`src/rtl/cnt_pkg.sv`:
```
// Shared constants and helpers for the modulo-N event counter family.
package cnt_pkg;

   localparam logic DIR_UP    = 1'b0;
   localparam logic DIR_DN    = 1'b1;
   localparam logic MODE_WRAP = 1'b0;
   localparam logic MODE_SAT  = 1'b1;

   // Out-of-range load values clamp to the top of the count range.
   function automatic int unsigned ld_clamp(input int unsigned v, input int unsigned modulus);
      return (v >= modulus) ? (modulus - 1) : v;
   endfunction

endpackage

```
`src/rtl/dffn_r.sv`:
```
// Falling-edge D register with synchronous active-low reset to RST_VAL.
module dffn_r #(
   parameter int unsigned           WIDTH   = 1,
   parameter logic [WIDTH-1:0]      RST_VAL = '0
) (
   input  logic             ck,
   input  logic             rst_n,
   input  logic [WIDTH-1:0] d,
   output logic [WIDTH-1:0] q
);

   always_ff @(negedge ck) begin
      if (!rst_n) q <= RST_VAL;
      else        q <= d;
   end

endmodule

```
`src/rtl/ones_cnt_modn.sv`:
```
// Modulo-N up/down event counter with Mealy terminal output b, registered
// terminal pulse tc and threshold flag thr_hit; all state on the falling edge.
module ones_cnt_modn
   import cnt_pkg::*;
#(
   parameter int unsigned WIDTH   = 2,
   parameter int unsigned MODULUS = 4,
   parameter int unsigned THRESH  = 2
) (
   input  logic             ck,
   input  logic             rst_n,
   input  logic             a,
   input  logic             dir,
   input  logic             sat,
   input  logic             clr,
   input  logic             ld,
   input  logic [WIDTH-1:0] ld_val,
   output logic [WIDTH-1:0] q,
   output logic             b,
   output logic             tc,
   output logic             thr_hit
);

   localparam logic [WIDTH-1:0] QMAX    = WIDTH'(MODULUS - 1);
   localparam logic [WIDTH-1:0] QTHR    = WIDTH'(THRESH);
   localparam logic             THR_RST = (THRESH == 0) ? 1'b1 : 1'b0;

   if (MODULUS < 2 || 64'(MODULUS) > (64'd1 << WIDTH)) begin : g_bad_modulus
      $error("ones_cnt_modn: MODULUS must satisfy 2 <= MODULUS <= 2**WIDTH");
   end
   if (THRESH >= MODULUS) begin : g_bad_thresh
      $error("ones_cnt_modn: THRESH must be below MODULUS");
   end

   logic             term;
   logic [WIDTH-1:0] q_step;
   logic [WIDTH-1:0] q_ld;
   logic [WIDTH-1:0] q_nxt;
   logic             thr_nxt;

   // Terminal: about to leave the range in the current direction.
   assign term = (dir == DIR_UP) ? (q == QMAX) : (q == '0);

   assign b = a & rst_n & ~clr & ~ld & term;

   assign q_step = term ? ((sat == MODE_SAT) ? q : ((dir == DIR_UP) ? '0 : QMAX))
                        : ((dir == DIR_UP) ? q + WIDTH'(1) : q - WIDTH'(1));

   assign q_ld  = WIDTH'(ld_clamp(32'(ld_val), MODULUS));

   assign q_nxt = clr ? '0 : (ld ? q_ld : (a ? q_step : q));

   // Flag follows the value q is about to take so both update together.
   if (THRESH == 0) begin : g_thr_zero
      assign thr_nxt = 1'b1;
   end else begin : g_thr_cmp
      assign thr_nxt = (q_nxt >= QTHR);
   end

   dffn_r #(.WIDTH(WIDTH), .RST_VAL('0)) u_q (
      .ck(ck), .rst_n(rst_n), .d(q_nxt), .q(q)
   );

   // b is already 0 under clear or load, so it alone feeds the pulse register.
   dffn_r #(.WIDTH(1), .RST_VAL(1'b0)) u_tc (
      .ck(ck), .rst_n(rst_n), .d(b), .q(tc)
   );

   dffn_r #(.WIDTH(1), .RST_VAL(THR_RST)) u_thr (
      .ck(ck), .rst_n(rst_n), .d(thr_nxt), .q(thr_hit)
   );

endmodule

```
`config.mk`:
```
export PLATFORM = sky130hd
export DESIGN_NAME = ones_cnt_modn
export DESIGN_NICKNAME = d
export VERILOG_FILES = /design/src/rtl/cnt_pkg.sv /design/src/rtl/dffn_r.sv /design/src/rtl/ones_cnt_modn.sv
export SDC_FILE = /design/constraint.sdc
export NUM_CORES = 1
export LEC_CHECK = 0
export CAP_MARGIN = 20
export CORE_AREA = 3 3 40 42
export CTS_BUF_LIST = sky130_fd_sc_hd__clkbuf_4
export CTS_CLUSTER_DIAMETER = 80
export CTS_CLUSTER_SIZE = 8
export DETAILED_ROUTE_END_ITERATION = 12
export DIE_AREA = 0 0 43 45
export HOLD_SLACK_MARGIN = 0.06
export PLACE_DENSITY = 0.5
export SETUP_SLACK_MARGIN = 0.2
export SKIP_LAST_GASP = 1
export SLEW_MARGIN = 20
export SYNTH_ARGS = -nofsm -noshare
export SYNTH_HDL_FRONTEND = slang
export SYNTH_SLANG_ARGS = --single-unit
```
`constraint.sdc`:
```
create_clock -name ck -period 2.2 [get_ports ck]
set_input_delay 0.33 -clock ck [delete_from_list [all_inputs] [get_ports ck]]
set_output_delay 0.33 -clock ck [all_outputs]
set_load 0.01 [all_outputs]
```
---- Word level (Yosys, flattened, before mapping) ----
Index checks and enable logic that the tools add are counted.
W data, S select, Z words.
word-level totals
  register bits after elaboration ......... 4
  input port bits ......................... 9
  output and inout port bits .............. 5
  word-level logic and storage cells ...... 22
operators by class
  $add $sub $neg .......................... 2
  order comparisons ....................... 1
  equality and inequality tests ........... 1
  multiplexer cells ....................... 8
  bitwise operators ....................... 6
  reductions and logical operators ........ 1
operators with widths
  cell                   count
  $mux W2                7
  $and A1 B1 Y1          4
  $add A2 B1 Y2 const B  1
  $eq A2 B2 Y1 const B   1
  $ge A2 B2 Y1 const B   1
  $logic_not A2 Y1       1
  $not A1 Y1             2
  $sub A2 B1 Y2 const B  1
  $mux W1                1

---- Depth between registers and ports, before layout ----
  word-level depth ........................ 7
  depth in mapped cells ................... 3
  depth with buffers taken out ............ 3

---- Hierarchy ----
From an unflattened synthesis, not the netlist that was laid out.
unflattened totals
  cell total of the unflattened synthesis .. 36
  area, all modules ....................... 274.0 µm²
modules (own cells, without submodules)
  module              instances  cells an instance  area each (µm²)  sequential area each (µm²)
  ones_cnt_modn       1          25                 157.7            0.0
  dffn_r at u_tc ...  2          3                  30.0             20.0
  dffn_r at u_q       1          5                  56.3             40.0

==> qor.yml <==
worst_setup_path:
  critPathSlowestCell: "dfxtp_4"
  rr_startpoint: "u_q.q[0]"
  crit_family: "flip-flops"
  crit_path_start: "u_q.q[0]"
  critPathBufInv: 1
  crit_type: "register to output port"
  cp_cell_sequence: "nor3b_4 -> a21oi_2 -> nor3b_2 -> buf_2"
  critical_path_arrival_ps: 2260
  cpPeakStageDelay_ps: 340
  worstSetupEndpointType: "output port"
  path_max_fanout: 3
  critPathRequiredTime_ps: 1870
  cp-start-kind: "register"
global_routing:
  grt_first_pass_wirelength_mm: 1.69
  grt_usage: 0.125
  grt_overflow: 0
  antenna_found_initial: 0
  grt_max_degree: 7
  grt_pass1_vias: 392
timing:
  fin_ws_ps: -392
  hold-worst-slack_ps: 656
  hold_viol: 0
  tightest_slew_ps: 245
  rsz0062_at_grt: "yes"
  maxSlewViolCount: 0
  finalSetupViolations: 3
  finClkSkew_ps: 10.2
  relSlewSlack: 0.836
clock_network:
  cts_tree: "done"
  clockBufferDepth: 2
  htreeDepth: 1
  cts.hold.buffers_added: 0
  clkSlewWorstSetupHoldPaths_ps: 30
  cts_root_buf: "clkbuf_4"
  cts_inserted_buffers: 3
  clock_latency_ps: 290
  clock_sinks: 4
synthesis:
  synth_top_area_frac: 0.330
  synthCells: 26
  yosysSeqAreaShare: 0.330
  synth_enable_flop_cells: 0
  syn_area_um2: 243
  syn_area_per_cell_um2: 9.34
  synth_common_cells: "4 x dfxtp_1, 3 x a21oi_1, 3 x nor3b_1"
  ys_warn_count: 0
  ys_ff_latch: 4
  synth_most_common_cell: "dfxtp_1"
  ys.flop_type: "dfxtp_1"
  syn-num-nets: 35
  synth.area.top_cells: "dfxtp_1 33%, nor3b_1 9.3%, nand4b_1 7.2%"
  yosysUniqueCellTypes: 16
  async_reset_ff_frac: 0
  yosys.area.top_type: "dfxtp_1"
status:
  outcome: "finished with violations"
  violations: "setup timing"
route:
  vias: 332
  first_pass_iters: 4
  routed_via_density: 4.61
  routed_wl_um: 920
  postRouteAntennaNets: 0
  detail_route.wl_per_cell_um: 12.8
  drt_iter0_drc: 8
  drc: 0
pwr:
  seqPwrFrac: 0.292
  p_sw_uw: 78.4
  vdd_drop_max_uv: 215
  power.leakage_uw: 0.000264
  p_int_uw: 191
  switching_share: 0.291
  combPwrFrac: 0.271
  pwr-share-clk: 0.437
  cellPowerDensity_nw_per_um2: 468
final_layout:
  final_layout_size_suffix_gt1_frac: 0.702
  diodes: 0
  fin_cells: 72
  nNetsFinal: 68
  syn2layout_area_growth_pct: 138
die:
  io_pins: 14
  initial_core_util: 0.189
  die_x_um: 43
  dieArea_um2: 1940
  coreArea_um2: 1280
  die_y_um: 45
  row_count: 13
worst_hold_path:
  holdCritPathClass: "register to register"
  hold_path.startpoint: "u_q.q[1]"
place:
  dp_cells: 63
  gp_congestion: 0.757
  portBuffers: 13
  hpwl_um: 640
job:
  drv_cap: 0
[layer usage]
layer,share of wire,global-route usage,vias up
met2,0.52,0.204,12
met1,0.39,0.123,152
li1,-,-,166
met3,0.064,0.0558,2
met4,0.025,0.102,0
met5,0,0,-
[cells in the final DEF, fill, tap and decap left out, drive strengths merged]
cell type,instances
buf,23
inv,5
dfxtp,4
clkbuf,3
a21oi,3
nor3b,3
nand4b,2
o31ai,2
nor2b,1
and4bb,1
a211oi,1
o21ai,1
o2111a,1
or3b,1
nand2,1
nor2,1
nand3b,1
o41ai,1
clkdlybuf4s50,1
dlygate4sd2,1
[timing repair]
item,in CTS,in global routing
pin swaps,6,5
endpoints found under the hold margin,0,0
gates resized for setup,60,4
setup buffers,2,1
setup endpoints to repair,9,8
[per-stage QoR]
stage                util  TNS, ps  total power (uW)  area [um2]  setup WS [ps]
floorplan               -    -40.2               113         269          -40.2
global placement    0.378    -2710               152         485           -503
detailed placement  0.378    -2910               154         485           -512
CTS                 0.427     -699               272         549           -389
global route        0.449    -1030               296         577           -498
finish              0.449     -813               270         577           -392
[worst paths after layout]
check                               end  cells past startpoint  slack, ps
worst min-delay path             u_tc.q                      3        660
worst min register to register   u_tc.q                      3        660
worst max register to register  u_thr.q                      6        800
worst max-delay path                  b                      4       -390
[state kept, by name, summed over array words and instances (netlist names)]
signal	cells
u_thr.q	1
u_q.q	2
u_tc.q	1
[layout make-up]
type / count / area, um2
fillers: 123 / 708
multi-input cells: 20 / 214
repair buffers: 25 / 216
clock inverters: 4 / 15.0
well taps: 15 / 18.8
inverters: 1 / 3.75
clock buffers: 3 / 22.5
flip-flops and latches: 4 / 86.3
[worst register-to-register path, delay by kind of cell, from the launching register on]
family                 cells  cell delay (ps)
AOI/OAI and AO/OA          2              290
buffers and inverters      3              350
DFF                        1              340
and+or+nand+nor            1              320
[cells by family (layout without fill, tap and decap cells)]
group                  after synthesis  count (layout)  share of synthesized area
AOI/OAI and AO/OA                    9               9                      0.289
buffers and inverters                2              33                     0.0309
DFF                                  4               4                      0.330
and+or+nand+nor                     11              11                      0.351
[power groups by stage]
stage	clock, uW	combinational [uW]	sequential [uW]
floorplan	14.1	17.7	81.4
global placement	14.1	59.0	78.9
detailed placement	14.1	60.5	79.0
CTS	125	68.1	78.1
global route	138	79.1	78.9
finish	118	73.0	78.8
Note: power is estimated with default switching activity, not from simulation.
